==> config.mk <==
export PLATFORM = sky130hd
export DESIGN_NAME = id_scoreboard
export DESIGN_NICKNAME = d
export VERILOG_FILES = /design/src/rtl/id_scoreboard.sv
export SDC_FILE = /design/constraint.sdc
export NUM_CORES = 1
export LEC_CHECK = 0
export ABC_AREA = 1
export BUFFER_PORTS_ARGS = -buffer_cell sky130_fd_sc_hd__buf_2
export CELL_PAD_IN_SITES_DETAIL_PLACEMENT = 0
export CELL_PAD_IN_SITES_GLOBAL_PLACEMENT = 2
export CORE_MARGIN = 1
export CORE_UTILIZATION = 30
export DETAILED_ROUTE_END_ITERATION = 8
export GPL_TIMING_DRIVEN = 0
export PLACE_DENSITY_LB_ADDON = 0.1
export SLEW_MARGIN = 20
export SYNTH_ARGS = -nofsm -noshare
export SYNTH_HDL_FRONTEND = slang
export SYNTH_SLANG_ARGS = --single-unit
==> constraint.sdc <==
create_clock -name clk -period 4.03 [get_ports clk]
set_clock_uncertainty 0.05 [all_clocks]
set_input_delay 1.209 -clock clk [delete_from_list [all_inputs] [get_ports clk]]
set_output_delay 1.209 -clock clk [all_outputs]
set_load 0.05 [all_outputs]
==> src/rtl/id_scoreboard.sv <==
// Register-hazard scoreboard and issue controller between decode and the ds->ex register.
// Optional feature: define SCOREBOARD_WB_BYPASS_EN to release hazards in the writeback cycle.
module id_scoreboard #(
  parameter int CNT_W = 2
) (
  input  logic        clk,
  input  logic        reset,
  input  logic        ds_valid,
  input  logic [4:0]  ds_rs1,
  input  logic [4:0]  ds_rs2,
  input  logic        ds_use_rs1,
  input  logic        ds_use_rs2,
  input  logic [4:0]  ds_rd,
  input  logic        ds_rd_we,
  input  logic        ds_ex_reg_allow_in,
  input  logic        wb_we,
  input  logic [4:0]  wb_rd,
  output logic        ds_stall,
  output logic        ds_issue,
  output logic [31:0] busy,
  output logic [31:0] stall_cnt,
  output logic        sb_err
);

  localparam logic [CNT_W-1:0] CNT_MAX = '1;
  localparam logic [CNT_W-1:0] CNT_ONE = CNT_W'(1);

  logic [CNT_W-1:0] cnt_q [32];
  logic [CNT_W-1:0] cnt_d [32];
  logic [31:0]      stall_cnt_q, stall_cnt_d;
  logic             sb_err_q, sb_err_d;

  logic rs1_busy, rs2_busy, rd_full, hazard;
  logic inc, dec;

  always_comb begin
    rs1_busy = ds_use_rs1 && (ds_rs1 != 5'd0) && (cnt_q[ds_rs1] != '0);
    rs2_busy = ds_use_rs2 && (ds_rs2 != 5'd0) && (cnt_q[ds_rs2] != '0);
    rd_full  = ds_rd_we && (ds_rd != 5'd0) && (cnt_q[ds_rd] == CNT_MAX);
`ifdef SCOREBOARD_WB_BYPASS_EN
    // The register file writes through, so the last pending write retiring this cycle releases readers.
    if (wb_we && (wb_rd == ds_rs1) && (cnt_q[ds_rs1] == CNT_ONE)) rs1_busy = 1'b0;
    if (wb_we && (wb_rd == ds_rs2) && (cnt_q[ds_rs2] == CNT_ONE)) rs2_busy = 1'b0;
    if (wb_we && (wb_rd == ds_rd)) rd_full = 1'b0;
`endif
    hazard   = rs1_busy || rs2_busy || rd_full;
    ds_stall = ds_valid && hazard;
    ds_issue = ds_valid && !hazard && ds_ex_reg_allow_in;
  end

  always_comb begin
    cnt_d[0] = '0;
    sb_err_d = sb_err_q;
    inc      = 1'b0;
    dec      = 1'b0;
    for (int r = 1; r < 32; r++) begin
      inc      = ds_issue && ds_rd_we && (ds_rd == r[4:0]);
      dec      = wb_we && (wb_rd == r[4:0]);
      cnt_d[r] = cnt_q[r];
      if (inc && !dec) begin
        cnt_d[r] = cnt_q[r] + CNT_ONE;
      end else if (dec && !inc) begin
        if (cnt_q[r] != '0) cnt_d[r] = cnt_q[r] - CNT_ONE;
        else                sb_err_d = 1'b1;
      end
    end
    stall_cnt_d = stall_cnt_q + {31'd0, ds_stall};
  end

  always_ff @(posedge clk or posedge reset) begin
    if (reset) begin
      for (int r = 0; r < 32; r++) cnt_q[r] <= '0;
      stall_cnt_q <= '0;
      sb_err_q    <= 1'b0;
    end else begin
      cnt_q       <= cnt_d;
      stall_cnt_q <= stall_cnt_d;
      sb_err_q    <= sb_err_d;
    end
  end

  always_comb begin
    busy = '0;
    for (int r = 1; r < 32; r++) busy[r] = (cnt_q[r] != '0);
  end

  assign stall_cnt = stall_cnt_q;
  assign sb_err    = sb_err_q;

endmodule

==> results of run 1 <==
==> worst max-delay path, stage by stage <==
cell     delay [ns]
buf_12         0.11
buf_16         0.15
buf_16         0.15
o21ai_4        0.13
nand2_1        0.07
nand2_1        0.10
nand2_1        0.06
nand2_1        0.07
nor2_1         0.04
nor2_1         0.12
nor2_2         0.06
nor2_4         0.13
nor2_4         0.05
buf_8          0.13
nor2_4         0.17
buf_8          0.17
==> power breakdown <==
group	internal, mW	total, mW	switching (mW)
clock	0.435	0.910	0.475
combinational	0.331	1.26	0.934
sequential	1.07	1.19	0.123
==> cell usage in the layout, fill, tap and decap left out, drive strengths merged, types with 4 or more instances in the layout <==
cell type	instances
o21ai	37
nand2	273
nor2	198
nand3	78
o22ai	17
a21oi	44
nand4	42
o31ai	4
buf	146
clkbuf	23
xnor2	11
or2	7
dfrtp	95
nor4	6
nor3	60
xor2	29
ha	64
o211ai	8
inv	251
clkinv	5
==> routing by layer <==
layer	part of all wire, %	track usage [%]
met5	0	0
met4	2.3	7.00
met3	3.3	3.19
met2	47	38.6
met1	47	31.4
==> registers in the layout (all words and copies together) (netlist names) <==
name / cells
sb_err: 1
stall_cnt: 32
cnt_q: 62
==> final timing paths <==
path / slack [ns] / depth (start not counted) / from / endpoint
setup reg to reg: 0.25 / 24 / cnt_q[39] / sb_err
setup / recovery: -0.18 / 16 / ds_rd[0] / ds_stall
max in group asynchronous: 2.48 / 3 / reset / cnt_q[36]
hold reg to reg: 0.42 / 1 / cnt_q[11] / cnt_q[11]
hold / removal: 0.42 / 1 / cnt_q[11] / cnt_q[11]
min in group asynchronous: 0.77 / 2 / reset / stall_cnt[30]
==> layout make-up <==
| type | instances | area [sq um] |
|---|---|---|
| Clock inverter | 7 | 66.3 |
| Timing Repair Buffer | 131 | 887 |
| Multi-Input combinational cell | 894 | 5180 |
| Clock buffer | 9 | 225 |
| Tap cell | 341 | 427 |
| Sequential cell | 95 | 2380 |
| Inverter | 250 | 963 |
| Fill cell | 2940 | 16500 |
| Buffer | 29 | 295 |
==> cell families (layout without fill, tap and decap cells) <==
| logic type | Yosys count | after routing | synth area share (%) |
|---|---|---|---|
| simple gates | 668 | 668 | 35.1 |
| buf+inv | 281 | 426 | 13.3 |
| compound gates | 121 | 121 | 8.43 |
| flops | 95 | 95 | 29.1 |
| fa+ha+maj | 64 | 64 | 9.79 |
| xor+xnor | 40 | 40 | 4.28 |
| other cells | 1 | 1 | 0.0459 |
==> repair_timing <==
action | in CTS | in global routing
setup endpoints to repair | 20 | 28
resized for setup | 88 | 58
pin swaps | 46 | 46
buffers inserted | 26 | 14
gates cloned | 2 | 0
==> run metrics, run 1 <==
Max transition margin about half; worst vdd ir 177 uV; ANT nets after route 0; placed standard-cell area between 0.009 and 0.01 sq mm; area delta synth->final 27.5%; effective utilization at floorplan between 30% and 40%; Synthesized Nets roughly 1400; WS Path Type in -> out; # diodes 0; DIE HEIGHT about 170 um; Final Power about 3.4 mW; Worst-Margin Slew about 0.73 ns; cell area power density between 300 and 400 mW/mm^2; CTS Hold Bufs 0; global-route wire length before repair roughly 49000 um; Synth area leader dfrtp_1; crit path time final about 4.2 ns; All-Layer GR Usage a little under a quarter; Final Max Tran Viols 0; drt pass-1 iters 7; Layout Cell Area excl Fill 0.0104 sq mm; root buffer cell clkbuf_16; Place WS -0.951 ns; WL per Instance between 15 and 20 um; ys async rst share 100%; synth top area cells dfrtp_1, nand2_1, inv_1; Yosys cell types 39; flops & latches, synth 95; vias in the first global route roughly 8000; Nets 1502; count leader, synth nand2_1; die area between 0.02 and 0.03 sq mm; CTS tree yes; fmax approximately 240 MHz; clock sink total 95; CP required between 2 and 3 ns; share of post-route cells with drive strength above 1 19.2%; CTS H-tree lvls 3; final wirelength ~32000 um; unrepaired setup endpoints after global routing yes; num rows 60; register area share after synthesis 29.1%; final worst slack -0.183 ns; ys flop type dfrtp_1; Min Hold Slack 0.416 ns; Syn Area/Cell around 6.4 sq um; Critical Path AT slightly below 3 ns; clk slew on worst S/H paths ~0.080 ns; period utilisation layout 105%; Max Root-Sink Buffers 2; Fin. Hold Viols 0; routed vias between 8000 and 9000; Synth warnings 0; cts bufs inserted 9; post-route setup TNS -0.705 ns; Ports between 90 and 100; initial antenna violation count 0; pin count of the biggest net entering global routing between 60 and 70; Yosys top cell area share roughly 29%; Core ar. between 0.02 and 0.03 sq mm; dpl hpwl around 25000 um; Worst-Skew Late Latency 0.36 ns; Placed Instances about 1700; failing checks setup timing; Worst Hold Class reg -> reg; Die W 167 um; number of enable-type register cells in the synthesized netlist 0; number of port buffers 90; vias per cell around 4.8; cells after synthesis around 1300; max-cap violations 0; DR DRC count 0; Mapped Area a little over 0.008 sq mm; Non-Filler Instances roughly 1800; Final setup viols 9; Core Util, Final approximately 39%; Worst Path Max Fanout 7; startpoint types primary input; crit end category primary output; status complete, but fails checks; grt ovf 0; initial DRC count around 510; Commonest cells post-synth nand2_1, inv_1, nor2_1, dfrtp_1, nand3_1; Leakage Power around 5.1 nW; GPL Wtd Cong 0.863
No activity file was read; power rests on OpenSTA's default activity.
==> run 2: changes to the inputs <==
- CTS_BUF_LIST: unset -> sky130_fd_sc_hd__clkbuf_8
==> run 2 against run 1 <==
Effect of this change:
- the flow still finishes with violations (setup timing)
- cell area about the same
- critical path depth did not move
- sequential power barely moved
- utilization hardly changed
- global-route usage decreased by 0.079 points
- sequential cell count did not move
- via count rose by 0.41%
- clock power is 24% lower
- clock-buffer cell count did not move
- critical endpoint unchanged
- highest routed layer unchanged
==> run metrics, run 2 (synthesis results as in run 1) <==
clock sink total 95; Final Max Tran Viols 0; CP cell instances buf_12, buf_12, buf_16, o21ai_4, nand2_1, nand2_1, nand2_1, nand2_1, nor2_1, nor2_1, nor2_2, nor2_4, nor2_4, buf_8, nor2_4, buf_8; num rows 60; Final Power about 3.2 mW; clock power share a little over a fifth; All-Layer GR Usage between 20 and 25%; crit path time final roughly 4.2 ns; Fin. Hold Viols 0; Ports 95; # diodes 0; CTS H-tree lvls 3; Nets approximately 1500; WL per Instance between 15 and 20 um; Reg area ~0.0024 sq mm; Worst-Margin Slew ~0.74 ns; max reg flops 62; Gate power share 40.5%; worst vdd ir 182 uV; CP peak stage delay roughly 0.17 ns; Layout Cell Area excl Fill about 0.010 sq mm; Core ar. between 0.02 and 0.03 sq mm; CP max stage cell nor2_4; grt ovf 0; final wirelength about 32000 um; CTS tree yes; ANT nets after route 0; dpl hpwl between 20000 and 25000 um; DIE HEIGHT 167 um; Worst Path Max Fanout 7; fmax around 240 MHz; initial DRC count between 400 and 500; DR DRC count 0; routed vias 8427; Placed Instances between 1500 and 2000; period utilisation layout 104%; multi-input logic area between 0.005 and 0.006 sq mm; Critical Path Most Common Cell nand2_1; pin count of the biggest net entering global routing 65; Final setup viols 6; global-route wire length before repair ~49000 um; Net Sw Power roughly 1.5 mW; root buffer cell clkbuf_8; most common cell after layout, fill and taps aside nand2_1; initial antenna violation count 0; cell area power density between 300 and 400 mW/mm^2; Critical Path AT between 2 and 3 ns; cts bufs inserted 9; status complete, but fails checks; vias per cell ~4.8; Sw Share between 40% and 50%; clk slew on worst S/H paths between 0.1 and 0.15 ns; vias in the first global route 8077; startpoint types primary input; Worst-Skew Late Latency roughly 0.4 ns; Die W 167 um; WS Path Type in -> out; internal power around 1.6 mW; Worst Hold Class reg -> reg; die area around 0.028 sq mm; Non-Filler Instances roughly 1800; area delta synth->final 27.4%; final worst slack -0.164 ns; Max transition margin between 50 and 60%; largest register by flop count cnt_q; placed standard-cell area around 0.0093 sq mm; sequential cell fraction of total power a little under two fifths; crit end category primary output; Filler Cells Inserted between 2000 and 3000; unrepaired setup endpoints after global routing yes; failing checks setup timing; Max Root-Sink Buffers 2; commonest cells after routing, fill and taps aside nand2_1, inv_1, nor2_1, dfrtp_1, buf_2; share of post-route cells with drive strength above 1 between 10% and 20%; max-cap violations 0; effective utilization at floorplan a little under a third; GPL Wtd Cong ~0.86; Leakage Power slightly above 5 nW; CTS Hold Bufs 0; CP required ~2.8 ns; number of port buffers 90; drt pass-1 iters 7
## run 2: changes by cell type in the layout (fill, tap and decap cells not counted), sizes merged
cell	delta
buf	+8
## run 2: stage by stage
stage               hold WS (ns)  setup TNS, ns  setup slack, ns  utilization [%]
floorplan                  0.383          -1.54           -0.256                -
global placement           0.402        -161.78            -1.52             34.4
detailed placement         0.409         -18.03           -0.951             34.5
CTS                        0.428         -0.464           -0.171             37.1
global route               0.450          -2.33           -0.248             38.8
finish                     0.423         -0.489           -0.164             38.8
## run 2: area by class of cell
class                   count  share of cell area [%]
inverters                 250                    9.25
plain buffers              30                    2.99
clock buffers               9                    1.19
flip-flops and latches     95                    22.8
clock inverters             7                   0.637
multi-input cells         894                    49.9
repair buffers            138                    9.11
well taps                 341                    4.10
## run 2: worst paths after layout
| kind | start | end | slack, ns | cells after the start |
|---|---|---|---|---|
| min in group asynchronous | reset | stall_cnt[30] | 0.72 | 2 |
| max | ds_rd[0] | ds_stall | -0.16 | 16 |
| min reg2reg | cnt_q[11] | cnt_q[11] | 0.42 | 1 |
| max reg2reg | cnt_q[39] | sb_err | 0.19 | 25 |
| max in group asynchronous | reset | cnt_q[36] | 2.52 | 3 |
| min | cnt_q[11] | cnt_q[11] | 0.42 | 1 |
## run 2: power groups by stage
| stage | Combinational (mW) | Clock (mW) | Sequential [mW] |
|---|---|---|---|
| after global routing | 1.38 | 0.753 | 1.21 |
| after floorplan | 0.712 | 0 | 1.29 |
| after detailed placement | 1.17 | 0 | 1.20 |
| after CTS | 1.24 | 0.722 | 1.19 |
| final | 1.28 | 0.689 | 1.19 |
| after global placement | 1.17 | 0 | 1.20 |
## run 2: repair_timing
item                                    in CTS  in global routing
pin swaps                                   40                 49
buffers inserted                            20                 25
gates resized for setup                     83                 68
cloned                                       2                  0
endpoints found under the hold margin        0                  0
endpoints found under the setup margin      18                 22
## run 2: layer usage
layer	wire, um	GRT usage (%)	share of wire [%]
met5	0	0	0
met4	896	6.88	2.8
met1	15200	31.4	47
met2	14900	38.4	46
met3	1060	3.07	3.3
## run 2: critical path: cells and delay by family
family / cells / cell delay [ns]
buffers and inverters: 5 / 0.70
AOI/OAI and AO/OA: 1 / 0.12
and+or+nand+nor: 10 / 0.87
